## src/rtl/uart_rx.sv

```systemverilog
// rtl/uart_rx.sv - UART receiver with parity/frame checking, 4x32 word FIFO and AHB-lite read port

`ifndef BUS_ADDR_UART_RECVDATA
`define BUS_ADDR_UART_RECVDATA 32'h4000_0010
`endif

module uart_rx #(
  parameter int BPS_115200      = 434,
  parameter int UART_DATA_WIDTH = 8
) (
  input  logic        clk,
  input  logic        rst_n,
  input  logic        hsel_rx,
  input  logic [31:0] HADDR,
  input  logic        HWRITE,
  input  logic [2:0]  HSIZE,
  input  logic [2:0]  HBURST,
  input  logic [1:0]  HTRANS,
  input  logic [31:0] HWDATA,
  input  logic        uartRx_int_clear,
  input  logic        RX,
  output logic [31:0] HRDATA,
  output logic        HREADY,
  output logic [1:0]  HRESP,
  output logic        irq_uartRx
);

  localparam int CW = (BPS_115200 > 2) ? $clog2(BPS_115200) : 1;
  localparam int BW = (UART_DATA_WIDTH > 2) ? $clog2(UART_DATA_WIDTH) : 1;
  localparam logic [CW-1:0] MID_CNT  = CW'(BPS_115200 / 2 - 1);
  localparam logic [CW-1:0] WRAP_CNT = CW'(BPS_115200 - 1);
  localparam logic [BW-1:0] LAST_BIT = BW'(UART_DATA_WIDTH - 1);
  localparam logic [31:0]   ADDR_DATA = `BUS_ADDR_UART_RECVDATA;
  localparam logic [31:0]   ADDR_STAT = ADDR_DATA + 32'd4;
  localparam logic [1:0]    HTRANS_NONSEQ = 2'b10;

  typedef enum logic [2:0] {IDLE, START, DATA, PARITY, STOP} state_t;

  state_t state, next_state;

  logic                       rx_s1, rx_s2, rx_d;
  logic                       rx_fall;
  logic [CW-1:0]              bps_cnt;
  logic                       bit_mid, bit_end;
  logic [BW-1:0]              bit_cnt;
  logic [UART_DATA_WIDTH-1:0] shift_reg;
  logic                       par_bad;
  logic [1:0]                 byte_cnt;
  logic [31:0]                word_buf;
  logic [7:0]                 byte_val;
  logic [31:0]                word_full;
  logic                       stop_mid, byte_good;
  logic                       par_event, frame_event, ovf_event;
  logic                       push_req, push_ok, pop;

  logic [31:0]                fifo_mem [4];
  logic [1:0]                 wr_ptr, rd_ptr;
  logic [2:0]                 usedw;
  logic                       empty, full;

  logic                       parity_err, frame_err, overflow;
  logic                       nonseq, rd_data, rd_stat, wr_err;
  logic [31:0]                status_word;
  logic                       unused_bits;

  assign unused_bits = ^{HSIZE, HBURST, HWDATA};

  // Two-flop synchroniser plus one delay stage for falling-edge detection
  always_ff @(posedge clk or negedge rst_n) begin
    if (!rst_n) begin
      rx_s1 <= 1'b1;
      rx_s2 <= 1'b1;
      rx_d  <= 1'b1;
    end else begin
      rx_s1 <= RX;
      rx_s2 <= rx_s1;
      rx_d  <= rx_s2;
    end
  end

  assign rx_fall = rx_d & ~rx_s2;
  assign bit_mid = (bps_cnt == MID_CNT);
  assign bit_end = (bps_cnt == WRAP_CNT);

  // FSM state register
  always_ff @(posedge clk or negedge rst_n) begin
    if (!rst_n) state <= IDLE;
    else        state <= next_state;
  end

  // FSM next-state: bit periods end on bps_cnt wrap; STOP ends at its mid-bit sample
  always_comb begin
    next_state = state;
    case (state)
      IDLE:    if (rx_fall) next_state = START;
      START: begin
        if (bit_mid && rx_s2) next_state = IDLE;
        else if (bit_end)     next_state = DATA;
      end
      DATA:    if (bit_end && (bit_cnt == LAST_BIT)) next_state = PARITY;
      PARITY:  if (bit_end) next_state = STOP;
      STOP:    if (bit_mid) next_state = IDLE;
      default: next_state = IDLE;
    endcase
  end

  // Bit-period counter, held at zero while idle so a start edge begins at count 0
  always_ff @(posedge clk or negedge rst_n) begin
    if (!rst_n)               bps_cnt <= '0;
    else if (state == IDLE)   bps_cnt <= '0;
    else if (bit_end)         bps_cnt <= '0;
    else                      bps_cnt <= bps_cnt + 1'b1;
  end

  assign stop_mid    = (state == STOP) && bit_mid;
  assign byte_good   = ~par_bad & rx_s2;
  assign par_event   = (state == PARITY) && bit_mid && ((^shift_reg) != rx_s2);
  assign frame_event = stop_mid && ~rx_s2;
  assign byte_val    = 8'(shift_reg);
  assign word_full   = {byte_val, word_buf[23:0]};
  assign push_req    = stop_mid && byte_good && (byte_cnt == 2'd3);

  // Data bit shifting, parity evaluation and little-endian word assembly
  always_ff @(posedge clk or negedge rst_n) begin
    if (!rst_n) begin
      bit_cnt   <= '0;
      shift_reg <= '0;
      par_bad   <= 1'b0;
      byte_cnt  <= 2'd0;
      word_buf  <= 32'd0;
    end else begin
      if (state == IDLE) bit_cnt <= '0;
      if (state == DATA && bit_mid) shift_reg <= {rx_s2, shift_reg[UART_DATA_WIDTH-1:1]};
      if (state == DATA && bit_end) bit_cnt <= bit_cnt + 1'b1;
      if (state == PARITY && bit_mid) par_bad <= ((^shift_reg) != rx_s2);
      if (stop_mid) begin
        if (byte_good) begin
          word_buf[{byte_cnt, 3'b000} +: 8] <= byte_val;
          byte_cnt <= byte_cnt + 2'd1;
        end else begin
          byte_cnt <= 2'd0;
        end
      end
    end
  end

  assign empty     = (usedw == 3'd0);
  assign full      = (usedw == 3'd4);
  assign push_ok   = push_req & ~full;
  assign ovf_event = push_req & full;

  assign nonseq  = hsel_rx && (HTRANS == HTRANS_NONSEQ);
  assign rd_data = nonseq && !HWRITE && (HADDR == ADDR_DATA);
  assign rd_stat = nonseq && !HWRITE && (HADDR == ADDR_STAT);
  assign wr_err  = nonseq && HWRITE && ((HADDR == ADDR_DATA) || (HADDR == ADDR_STAT));
  assign pop     = rd_data & ~empty;

  // FIFO storage; contents need no reset since usedw guards every read
  always_ff @(posedge clk) begin
    if (push_ok) fifo_mem[wr_ptr] <= word_full;
  end

  // FIFO pointers and fill level; simultaneous push and pop leave usedw unchanged
  always_ff @(posedge clk or negedge rst_n) begin
    if (!rst_n) begin
      wr_ptr <= 2'd0;
      rd_ptr <= 2'd0;
      usedw  <= 3'd0;
    end else begin
      if (push_ok) wr_ptr <= wr_ptr + 2'd1;
      if (pop)     rd_ptr <= rd_ptr + 2'd1;
      case ({push_ok, pop})
        2'b10:   usedw <= usedw + 3'd1;
        2'b01:   usedw <= usedw - 3'd1;
        default: usedw <= usedw;
      endcase
    end
  end

  // Sticky error flags: cleared by a status read unless a new error lands the same cycle
  always_ff @(posedge clk or negedge rst_n) begin
    if (!rst_n) begin
      parity_err <= 1'b0;
      frame_err  <= 1'b0;
      overflow   <= 1'b0;
    end else begin
      if (par_event)    parity_err <= 1'b1;
      else if (rd_stat) parity_err <= 1'b0;
      if (frame_event)  frame_err  <= 1'b1;
      else if (rd_stat) frame_err  <= 1'b0;
      if (ovf_event)    overflow   <= 1'b1;
      else if (rd_stat) overflow   <= 1'b0;
    end
  end

  // Receive interrupt: raised after a stored word, clear has priority
  always_ff @(posedge clk or negedge rst_n) begin
    if (!rst_n)                irq_uartRx <= 1'b0;
    else if (uartRx_int_clear) irq_uartRx <= 1'b0;
    else if (push_ok)          irq_uartRx <= 1'b1;
  end

  assign status_word = {25'd0, overflow, frame_err, parity_err, usedw, ~empty};

  // Registered bus response: data phase follows the NONSEQ address phase by one cycle
  always_ff @(posedge clk or negedge rst_n) begin
    if (!rst_n) begin
      HRDATA <= 32'd0;
      HREADY <= 1'b1;
      HRESP  <= 2'b00;
    end else begin
      HREADY <= ~wr_err;
      HRESP  <= wr_err ? 2'b01 : 2'b00;
      if (rd_data)      HRDATA <= empty ? 32'd0 : fifo_mem[rd_ptr];
      else if (rd_stat) HRDATA <= status_word;
      else              HRDATA <= 32'd0;
    end
  end

endmodule

```

## config.mk

```make
export PLATFORM = sky130hd
export DESIGN_NAME = uart_rx
export DESIGN_NICKNAME = d
export VERILOG_FILES = /design/src/rtl/uart_rx.sv
export SDC_FILE = /design/constraint.sdc
export NUM_CORES = 1
export LEC_CHECK = 0
export ABC_AREA = 1
export CORE_MARGIN = 4
export CORE_UTILIZATION = 55
export DETAILED_ROUTE_END_ITERATION = 12
export PLACE_DENSITY = 0.79
export SETUP_SLACK_MARGIN = 0.02
export SLEW_MARGIN = 20
export SYNTH_ARGS = -nofsm -noshare
export SYNTH_HDL_FRONTEND = slang
export SYNTH_SLANG_ARGS = --single-unit
```

## constraint.sdc

```tcl
create_clock -name clk -period 6.15 [get_ports clk]
set_clock_uncertainty 0.15 [all_clocks]
set_input_delay 1.845 -clock clk [delete_from_list [all_inputs] [get_ports clk]]
set_output_delay 1.845 -clock clk [all_outputs]
set_load 0.02 [all_outputs]
```

=== After elaboration in Yosys (flattened, before gate mapping) ===
Memories as Yosys holds them, arrays and structs flattened.
Index checks and enable logic that the tools add are counted.

* Add/subtract/negate cells: 8
* Equality and inequality tests: 20
* Shift operators: 2
* Muxes and demuxes: 26
* Bitwise gates (word level): 10
* Reduce and logical (&&, ||, !) cells: 29

{| class="wikitable"
|+ Operator list
! cell !! count
|-
| $eq 32x31->1 const B || 2
|-
| $mux 32 || 2
|-
| $bwmux 32 || 1
|-
| $shift 8x7->32 const A || 1
|-
| $shiftx 8x7->32 || 1
|-
| $mux 3 || 8
|-
| $mux 9 || 2
|-
| $logic_and 1x1->1 || 16
|-
| $pmux 3 s5 || 1
|-
| $reduce_bool 2->1 || 6
|-
| $add 9x1->9 const B || 1
|-
| $eq 3x3->1 const B || 3
|-
| $eq 9x8->1 const B || 1
|-
| $eq 9x9->1 const B || 1
|-
| $mux 1 || 9
|-
| $ne 2x2->1 const B || 4
|-
| $reduce_xor 8->1 || 1
|-
| $mux 7 || 1
|-
| $neg 5->7 || 1
|-
| $add 2x1->2 const B || 3
|-
| $add 3x1->3 const B || 2
|-
| $eq 2x2->1 const B || 3
|-
| $eq 3x2->1 const B || 2
|-
| $logic_not 3->1 || 2
|-
| 13 further kinds || 21
|}

* Bits in registers: 106
* RAM bits: 128
* Output and inout bits: 36
* Logic and storage cells: 116
* Memories kept: 1

{| class="wikitable"
|+ Memory list
! memory !! depth !! bits a word !! rd ports !! clocked after Yosys merged registers in !! write ports !! RTL line !! text
|-
| fifo_mem || 4 || 32 || 1 || 0 || 1 || 56 || <nowiki>logic [31:0] fifo_mem [4];</nowiki>
|}

=== Logic depth before layout (Yosys ltp) ===
Gate-level depths: netlist of the first run.

* Depth in word-level cells: 7
* Mapped depth: 15
* Mapped depth without buffers: 14

=== Least setup slack after synthesis of the first run ===
Ideal clock, no wire load.

* Path kind: in2reg
* From: input hsel_rx
* To: register usedw[2]
* Setup time: 0.131 ns
* Arrival time: 3.653 ns
* Path slack: 2.217 ns
* Cell stages on the path: 15
* Buffers on the path: 1
* Cell sequence: nand2_1 nor2_2 inv_2 nor2_4 inv_2 nor2_2 nand3_4 buf_6 inv_1 ha_1 inv_1 fa_1 a21oi_1 o21ai_0 xor2_1

* Cells in the longest elaborated chain, start to end: 6
* Elaborated cells on any way between the ends: 8
* Those cells by class: eq/ne: 2; mux: 1; bitwise: 1; reduce/logical: 4

{| class="wikitable"
|+ Ends and longest elaborated chain
! element !! RTL line !! text
|-
| from (decl) || 13 || <nowiki>input logic hsel_rx,</nowiki>
|-
| $logic_and 1x1->1 * || 152 || <nowiki>assign nonseq = hsel_rx && (HTRANS == HTRANS_NONSEQ);</nowiki>
|-
| $logic_and 1x1->1 * (2 in a row) || 153 || <nowiki>assign rd_data = nonseq && !HWRITE && (HADDR == ADDR_DATA);</nowiki>
|-
| $and 1x1->1 * || 156 || <nowiki>assign pop = rd_data & ~empty;</nowiki>
|-
| via pop || 54 || <nowiki>logic push_req, push_ok, pop;</nowiki>
|-
| $eq 2x1->1 or $eq 2x2->1 (tied branches) || 172 || <nowiki>case ({push_ok, pop})</nowiki>
|-
| $pmux 3 s2 or $reduce_bool 2->1 (tied branches) || - ||
|-
| to (signal assigned) || 173 || <nowiki>2'b10: usedw <= usedw + 3'd1;</nowiki>
|-
| to (signal assigned) || 174 || <nowiki>2'b01: usedw <= usedw - 3'd1;</nowiki>
|-
| to (signal assigned) || 175 || <nowiki>default: usedw <= usedw;</nowiki>
|-
| to (decl) || 58 || <nowiki>logic [2:0] usedw;</nowiki>
|}

Mark *: on every way through the listed nets, which the timed path passes. The rest lies on a longest branch.
A chain may end at the register's enable or synchronous reset.

=== Worst setup path after layout of the first run ===
* From: input HTRANS[1]
* To: register usedw[2]

* Cells in the longest elaborated chain, start to end: 7
* Elaborated cells on any way between the ends: 9
* Those cells by class: eq/ne: 3; mux: 1; bitwise: 1; reduce/logical: 4

{| class="wikitable"
|+ Ends and longest elaborated chain
! element !! RTL line !! text
|-
| from (decl) || 18 || <nowiki>input logic [1:0] HTRANS,</nowiki>
|-
| $eq 2x2->1 * || 152 ||
|-
| $logic_and 1x1->1 * || 152 ||
|-
| $logic_and 1x1->1 * (2 in a row) || 153 ||
|-
| $and 1x1->1 * || 156 ||
|-
| via pop || 54 ||
|-
| $eq 2x1->1 or $eq 2x2->1 (tied branches) || 172 ||
|-
| $pmux 3 s2 or $reduce_bool 2->1 (tied branches) || - ||
|}

Marked as above.

==> flow_summary.json, run 1 <==
{
  "syn_area_sq_um": 9590,
  "die_y_um": 140,
  "clockRootBuffer": "clkbuf_16",
  "dp_slack_ns": 1.56,
  "track_usage": 0.202,
  "post_cts_resized": 0,
  "drcViolationCount": 0,
  "synth-simple-area-share": 0.184,
  "final_area_sq_um": 11300,
  "cts_max_level": 1,
  "antenna_left": 0,
  "min_period_ns": 4.08,
  "pin_count": 114,
  "pwr_density_cell_nw_per_um2": 282,
  "tns_ns": 0,
  "vias_per_cell": 5.33,
  "slew_viol_final": 0,
  "worstSetupEndpointType": "register",
  "crit_required_ns": 6.39,
  "drive_above_1_share": 0.117,
  "max_slew_margin": 0.348,
  "clk_pin_slew_ns": 0.06,
  "yosysTopAreaCell": "edfxtp_1",
  "rsz0062_at_grt": "no",
  "ctsLongestPathBuffers": 3,
  "synth-seq-area-share": 0.657,
  "hold_buffers": 0,
  "core_sq_um": 17200,
  "area_growth_pct": 17.4,
  "cp-start-kind": "input port",
  "outcome": "complete, no violations",
  "drv_cap": 0,
  "yosys.area.top_type_share": 0.401,
  "antenna_found_initial": 0,
  "synth_area_leaders": "edfxtp_1 (40%), dfrtp_1 (25%), nor2_1 (7.2%), nand2_1 (4.8%), o21ai_0 (4.0%)",
  "synthAdderAreaFrac": 0.0217,
  "io_buffers": 74,
  "clkLatencyLatePin_ns": 0.51,
  "cts_tree": "built",
  "worst-path-max-fanout": 12,
  "yosysUniqueCellTypes": 39,
  "ys_ff_latch": 226,
  "avgSynthCellArea_sq_um": 10.9,
  "drt_iter0_markers": 443,
  "overflow": 0,
  "grt_first_pass_wirelength_um": 32100,
  "synth_edf_count": 128,
  "hpwl_um": 11300,
  "place_area_sq_um": 10500,
  "dieWidth_um": 140,
  "min_path_type": "reg2reg",
  "synth_top_family_by_area": "simple AND/OR/NAND/NOR gates",
  "grt_max_degree": 79,
  "async_flop_share": 0.434,
  "rows": 48,
  "finalCritPeriodShare": 0.663,
  "synth-xor-area-share": 0.00548,
  "finalWorstSetupSlack_ns": 2.07,
  "fillCellCount": 1267,
  "arrival_ns": 4.31,
  "postSynthCellCount": 881,
  "wl_per_cell_um": 16.1,
  "dieArea_sq_um": 19600,
  "first_pass_iters": 5,
  "cts.sinks": 226,
  "dp_cells": 1158,
  "worstMarginPinSlew_ns": 0.977,
  "diodes": 0,
  "final_cells": 1202,
  "postCtsSetupRepairBufs": 0,
  "syn_nets": 975,
  "ir_drop_v": 0.000241,
  "setup_viol_count_final": 0,
  "report.final.hold_viol_count": 0,
  "initial_utilization": 0.558,
  "routed_wl_um": 19400,
  "vias": 6404,
  "total_power_mw": 3.18,
  "grt_pass1_vias": 6324,
  "nets": 1053,
  "gp_congestion": 0.819,
  "ys_warn_count": 0,
  "leakagePower_nw": 4.36,
  "synth_mux_area_frac": 0,
  "synth-compound-area-share": 0.0898,
  "critical_path_class": "in2reg",
  "max_freq_mhz": 245,
  "synth_top_flop_cell": "edfxtp_1",
  "numCtsBuffers": 24
}
[logic make-up after synthesis]
logic type	count (synthesis)
AOI/OAI and AO/OA	144
xor gates and xnor gates	6
adders and majority gates	16
buffers and inverters	91
DFF	226
other	1
and+or+nand+nor	397
[sequential cells by signal, indices dropped and copies added (netlist names)]
register and count:
byte_cnt 2, HRDATA 32, state 3, overflow 1
HREADY 1, rd_ptr 2, bit_cnt 3, rx_s1 1
irq_uartRx 1, HRESP 1, fifo_mem 128, usedw 3
rx_d 1, parity_err 1, word_buf 24, byte_val 8
bps_cnt 9, rx_s2 1, wr_ptr 2, frame_err 1
par_bad 1
[through the flow]
stage | utilization | hold WS (ns)
3_5_place_dp | 0.612 | 0.199
2_1_floorplan | - | 0.195
5_1_grt | 0.655 | 0.210
3_3_place_gp | 0.612 | 0.197
4_1_cts | 0.655 | 0.209
6_report | 0.655 | 0.208
[area by class of cell]
type | instances | area [sq um] | area share
multi-input cells | 564 | 2900 | 0.258
clock inverters | 12 | 77.6 | 0.00690
flip-flops and latches | 226 | 6300 | 0.560
well taps | 225 | 282 | 0.0250
clock buffers | 32 | 652 | 0.0579
repair buffers | 84 | 817 | 0.0726
inverters | 59 | 221 | 0.0197
[path summary, 6_finish.rpt]
path / slack [ns] / cells after the start / start / endpoint
setup / recovery: 2.07 / 15 / HTRANS[1] / usedw[2]$_DFFE_PN0P_
hold / removal: 0.21 / 0 / rx_s1$_DFF_PN1_ / rx_s2$_DFF_PN1_
setup reg to reg: 3.47 / 11 / bps_cnt[0]$_DFF_PN0_ / usedw[1]$_DFFE_PN0P_
hold reg to reg: 0.21 / 0 / rx_s1$_DFF_PN1_ / rx_s2$_DFF_PN1_
max in group asynchronous: 3.76 / 2 / rst_n / HREADY$_DFF_PN1_
min in group asynchronous: 1.24 / 1 / rst_n / HRDATA[21]$_DFF_PN0_
[cells in the final DEF (no fill, tap or decap), types with 3 or more instances in the layout]
| cell | count |
|---|---|
| a21oi_1 | 21 |
| a21oi_2 | 11 |
| buf_4 | 10 |
| clkbuf_1 | 7 |
| clkbuf_16 | 25 |
| clkdlybuf4s50_1 | 73 |
| clkinv_1 | 6 |
| clkinv_2 | 5 |
| dfrtp_1 | 93 |
| dfstp_2 | 4 |
| edfxtp_1 | 128 |
| ha_1 | 15 |
| inv_1 | 55 |
| inv_2 | 4 |
| nand2_1 | 122 |
| nand2_2 | 8 |
| nand2_4 | 3 |
| nand3_1 | 32 |
| nand3_4 | 3 |
| nand4_1 | 23 |
| nor2_1 | 181 |
| nor2_2 | 8 |
| nor2_4 | 3 |
| nor3_1 | 6 |
| o21ai_0 | 76 |
| o21ai_1 | 8 |
| o21ai_2 | 24 |
| xor2_1 | 4 |
[metal layers]
| layer | vias up | wire [um] | GRT usage |
|---|---|---|---|
| met5 | - | 0 | 0 |
| met4 | 0 | 310 | 0.0530 |
| met3 | 35 | 1030 | 0.0321 |
| met2 | 160 | 9820 | 0.344 |
| met1 | 3080 | 8240 | 0.273 |
| li1 | 3129 | - | - |
[where the power goes]
| group | switching [mW] | leakage, nW | total [mW] | internal (mW) |
|---|---|---|---|---|
| clock | 0.550 | 0.359 | 1.33 | 0.783 |
| combinational | 0.124 | 1.79 | 0.199 | 0.0752 |
| sequential | 0.0309 | 2.21 | 1.65 | 1.61 |
[cell usage after synthesis (5+ instances only)]
library cell,number
a21oi_1,21
nor2_1,185
a21oi_2,11
o21ai_0,76
nand4_1,23
buf_2,10
buf_6,5
edfxtp_1,128
clkbuf_1,16
nand3_1,32
o21ai_1,8
ha_1,15
inv_1,55
o21ai_2,24
nor3_1,6
dfrtp_1,94
nand2_2,8
nand2_1,122
[worst max-delay path, stage by stage]
cell,delay [ns]
clkdlybuf4s50_1,0.46
nand2_1,0.06
nor2_2,0.09
inv_2,0.05
nor2_4,0.25
inv_2,0.06
nor2_2,0.32
nand3_4,0.12
inv_1,0.07
ha_1,0.13
inv_1,0.06
fa_1,0.38
a21oi_1,0.16
o21ai_0,0.11
xor2_1,0.15
(Power assumes the default switching activity.)
==> run 2: changes to the inputs <==
- CORE_UTILIZATION: 55 -> 50
- PLACE_DENSITY: 0.79 -> 0.75
- clock period: 6.15 -> 3.3 ns (I/O delays scaled with it)
==> flow_summary.json, run 2 (synthesized netlist as in run 1, its figures left out) <==
{
  "initial_utilization": 0.511,
  "report.final.hold_viol_count": 0,
  "dp_slack_ns": -0.0340,
  "diodes": 0,
  "first_pass_iters": 5,
  "drive_above_1_share": 0.132,
  "clkLatencyLatePin_ns": 0.52,
  "crit_required_ns": 3.54,
  "rsz0062_at_grt": "no",
  "largest_reg_flops": 128,
  "drcViolationCount": 0,
  "vias_per_cell": 5.28,
  "routed_wl_um": 19800,
  "max_freq_mhz": 355,
  "track_usage": 0.185,
  "slew_viol_final": 0,
  "grt_first_pass_wirelength_um": 32400,
  "gp_congestion": 0.851,
  "rows": 50,
  "hold_ws_ns": 0.205,
  "cts.sinks": 226,
  "critical_path_class": "in2reg",
  "die_y_um": 146,
  "tns_ns": 0,
  "postCtsSetupRepairBufs": 0,
  "worstMarginPinSlew_ns": 0.765,
  "fillCellCount": 1411,
  "final_cell_mix": "nor2_1 (181), edfxtp_1 (128), nand2_1 (122)",
  "grt_pass1_vias": 6439,
  "pin_count": 114,
  "reg_top3": "fifo_mem x128, HRDATA x32, word_buf x24",
  "dieArea_sq_um": 21500,
  "post_cts_resized": 0,
  "setup_viol_count_final": 0,
  "grt_max_degree": 67,
  "arrival_ns": 3.06,
  "numCtsBuffers": 23,
  "ctsLongestPathBuffers": 3,
  "finalWorstSetupSlack_ns": 0.481,
  "hpwl_um": 11800,
  "cp-start-kind": "input port",
  "regMostFlops": "fifo_mem",
  "pwr_density_cell_nw_per_um2": 536,
  "layout_commonest_cell": "nor2_1",
  "area_growth_pct": 19.5,
  "worst-path-max-fanout": 2,
  "worstSetupEndpointType": "register",
  "hold_buffers": 0,
  "clockRootBuffer": "clkbuf_16",
  "antenna_left": 0,
  "drt_iter0_markers": 542,
  "drv_cap": 0,
  "core_sq_um": 18800,
  "vias": 6437,
  "total_power_mw": 6.14,
  "leakagePower_nw": 4.44,
  "dieWidth_um": 146,
  "wl_per_cell_um": 16.2,
  "min_path_type": "reg2reg",
  "ir_drop_v": 0.000320,
  "antenna_found_initial": 0,
  "cts_tree": "built",
  "min_period_ns": 2.82,
  "max_slew_margin": 0.490,
  "nets": 1062,
  "finalCritPeriodShare": 0.854,
  "cts_max_level": 1,
  "clk_pin_slew_ns": 0.06,
  "io_buffers": 74,
  "outcome": "complete, no violations",
  "overflow": 0
}
-- run 2: area by class of cell --
type / count / area (sq um) / share of cell area
tap: 234 / 293 / 0.0256
inverter: 59 / 221 / 0.0193
clock inverter: 16 / 194 / 0.0169
multi-input combinational: 564 / 2900 / 0.253
clock buffer: 26 / 607 / 0.0530
timing repair buffer: 94 / 938 / 0.0819
sequential: 226 / 6300 / 0.550
-- run 2: per-stage QoR --
stage                      util  instance area [sq um]  std cells
after CTS                 0.610                  11500       1219
final                     0.610                  11500       1219
after floorplan               -                   9590        881
after global placement    0.568                  10700       1177
after global routing      0.610                  11500       1219
after detailed placement  0.568                  10700       1177
-- run 2: path summary, 6_finish.rpt --
check | from | endpoint | slack [ns] | cells past startpoint
min reg2reg | rx_s1$_DFF_PN1_ | rx_s2$_DFF_PN1_ | 0.20 | 0
min | rx_s1$_DFF_PN1_ | rx_s2$_DFF_PN1_ | 0.20 | 0
max reg2reg | bps_cnt[0]$_DFF_PN0_ | usedw[1]$_DFFE_PN0P_ | 0.62 | 11
min in group asynchronous | rst_n | word_buf[1]$_DFFE_PN0P_ | 0.32 | 1
max in group asynchronous | rst_n | rx_s2$_DFF_PN1_ | 1.96 | 2
max | HADDR[23] | usedw[2]$_DFFE_PN0P_ | 0.48 | 14
-- run 2: worst max-delay path, stage by stage --
cell,delay (ns)
clkdlybuf4s50_1,0.43
nor2_1,0.12
nand2_1,0.06
nor2_1,0.11
nand2_1,0.12
nor2_4,0.13
nand3_4,0.08
inv_1,0.06
ha_1,0.13
inv_1,0.06
fa_1,0.37
a21oi_1,0.14
o21ai_0,0.11
xor2_1,0.15
-- run 2: per-layer routing --
metal	global-route usage	wire length [um]	vias to the layer above
li1	-	-	3148
met1	0.239	8280	3122
met2	0.327	10300	133
met3	0.0255	789	34
met4	0.0569	397	0
met5	0	0	-
-- run 2: where the power goes --
part           internal, mW  switching (mW)  leakage, nW
Sequential             3.01          0.0601         2.21
Combinational         0.145           0.230         1.85
Clock                  1.64            1.05        0.383
Total                  4.79            1.35         4.44
==> run 3: changes to the inputs <==
- ABC_AREA: 1 -> default
- CORE_UTILIZATION: 50 -> 55
- DONT_BUFFER_PORTS: default -> 1
- PLACE_DENSITY: 0.75 -> 0.73
- SLEW_MARGIN: 20 -> 0
==> flow_summary.json, run 3 <==
{
  "outcome": "complete, no violations",
  "overflow": 0,
  "synth_top_family_by_area": "simple AND/OR/NAND/NOR gates",
  "cp-start-kind": "register",
  "hpwl_um": 9330,
  "track_usage": 0.180,
  "pin_count": 114,
  "dieWidth_um": 135,
  "nets": 672,
  "yosys.area.top_type_share": 0.431,
  "syn_area_sq_um": 8910,
  "ys_ff_latch": 226,
  "synth_top_flop_cell": "edfxtp_1",
  "synth-seq-area-share": 0.707,
  "worstMarginPinSlew_ns": 0.914,
  "max_slew_margin": 0.389,
  "hold_buffers": 0,
  "layout_commonest_cell": "edfxtp_1",
  "clockRootBuffer": "clkbuf_16",
  "antenna_found_initial": 0,
  "final_util": 0.623,
  "reg_top3": "fifo_mem x128, HRDATA x32, word_buf x24",
  "arrival_ns": 2.93,
  "cts_tree": "built",
  "vias": 4529,
  "avgSynthCellArea_sq_um": 15.9,
  "clk_pin_slew_ns": 0.06,
  "io_buffers": 0,
  "gp_congestion": 0.744,
  "slew_viol_final": 0,
  "grt_max_degree": 99,
  "synthAdderAreaFrac": 0.0233,
  "place_area_sq_um": 9180,
  "syn_nets": 655,
  "total_power_mw": 5.60,
  "synth-xor-area-share": 0.0222,
  "grt_first_pass_wirelength_um": 25600,
  "final_cells": 810,
  "cts.sinks": 226,
  "min_period_ns": 2.67,
  "vias_per_cell": 5.59,
  "drt_iter0_markers": 348,
  "dieArea_sq_um": 18300,
  "diodes": 0,
  "grt_pass1_vias": 4708,
  "yosysTopAreaCell": "edfxtp_1",
  "synth-simple-area-share": 0.101,
  "critical_path_class": "reg2reg",
  "worst-path-max-fanout": 9,
  "die_y_um": 135,
  "yosysUniqueCellTypes": 52,
  "drv_cap": 0,
  "synth-compound-area-share": 0.0331,
  "area_growth_pct": 11.0,
  "setup_viol_count_final": 0,
  "ys_warn_count": 0,
  "wl_per_cell_um": 19.6,
  "pwr_density_cell_nw_per_um2": 566,
  "synth_area_leaders": "edfxtp_1 (43%), dfrtp_1 (26%), mux4_2 (8.1%), nand2_1 (2.5%), ha_1 (2.1%)",
  "tns_ns": 0,
  "max_freq_mhz": 374,
  "dp_cells": 769,
  "synth_mux_area_frac": 0.0940,
  "ctsLongestPathBuffers": 3,
  "numCtsBuffers": 23,
  "async_flop_share": 0.434,
  "clkLatencyLatePin_ns": 0.49,
  "largest_reg_flops": 128,
  "ys_top_cells_by_count": "edfxtp_1 (128), dfrtp_1 (94), nand2_1 (59)",
  "finalCritPeriodShare": 0.809,
  "min_path_type": "in2async",
  "cts_max_level": 1,
  "report.final.hold_viol_count": 0,
  "first_pass_iters": 4,
  "routed_wl_um": 15900,
  "antenna_left": 0,
  "final_cell_mix": "edfxtp_1 (128), dfrtp_1 (93), nand2_1 (59)",
  "ir_drop_v": 0.000323,
  "synth_most_common_cell": "edfxtp_1",
  "synth_edf_count": 128,
  "postCtsSetupRepairBufs": 0,
  "postSynthCellCount": 561,
  "regMostFlops": "fifo_mem",
  "final_area_sq_um": 9890,
  "drive_above_1_share": 0.167,
  "crit_required_ns": 3.56,
  "leakagePower_nw": 3.37,
  "worstSetupEndpointType": "register",
  "core_sq_um": 15900,
  "initial_utilization": 0.561,
  "rsz0062_at_grt": "no",
  "rows": 46,
  "post_cts_resized": 0,
  "drcViolationCount": 0
}
[run 3: power by group]
part | total, mW | switching, mW | internal, mW
registers | 3.04 | 0.0402 | 3.00
logic | 0.120 | 0.0665 | 0.0540
clock network | 2.44 | 0.991 | 1.45
[run 3: cells by family after synthesis]
logic type	count (synthesis)
buffers and inverters	37
other	1
adders and majority gates	16
DFF	226
AOI/OAI and AO/OA	51
and+or+nand+nor	169
muxes	40
xor gates and xnor gates	21
[run 3: path summary, 6_finish.rpt]
kind,from,end,slack (ns),cells past startpoint
setup / recovery,bps_cnt[0]$_DFF_PN0_,usedw[1]$_DFFE_PN0P_,0.63,10
hold / removal,rst_n,HRDATA[30]$_DFF_PN0_,0.04,0
setup reg to reg,bps_cnt[0]$_DFF_PN0_,usedw[1]$_DFFE_PN0P_,0.63,10
hold reg to reg,rx_s1$_DFF_PN1_,rx_s2$_DFF_PN1_,0.21,0
max in group asynchronous,rst_n,rx_s2$_DFF_PN1_,2.72,0
min in group clk,rx_s1$_DFF_PN1_,rx_s2$_DFF_PN1_,0.21,0
[run 3: area by class of cell]
cell class,count,area [sq um]
sequential,226,6300
fill,1173,5990
tap,216,270
clock buffer,33,613
multi-input combinational,298,2440
clock inverter,8,95.1
timing repair buffer,12,103
inverter,17,63.8
[run 3: critical path, cell delays in order, from the launching register on]
cell,delay [ns]
dfrtp_1,0.43
inv_1,0.08
ha_1,0.14
and3b_2,0.23
nand3_4,0.11
nor3b_2,0.44
inv_1,0.11
ha_1,0.24
inv_1,0.07
fa_1,0.41
o21ai_0,0.17
[run 3: per-layer routing]
| layer | GRT usage | vias to the layer above | routed length (um) |
|---|---|---|---|
| met4 | 0.0448 | 0 | 305 |
| li1 | - | 2077 | - |
| met5 | 0 | - | 0 |
| met2 | 0.310 | 85 | 8310 |
| met1 | 0.243 | 2338 | 6640 |
| met3 | 0.0271 | 29 | 591 |
[run 3: metrics by stage]
stage	setup slack (ns)	hold WS, ns
2_1_floorplan	0.0325	0.195
3_3_place_gp	0.210	0.196
3_5_place_dp	0.204	0.201
4_1_cts	0.606	0.0239
5_1_grt	0.391	0.0266
6_report	0.629	0.0449
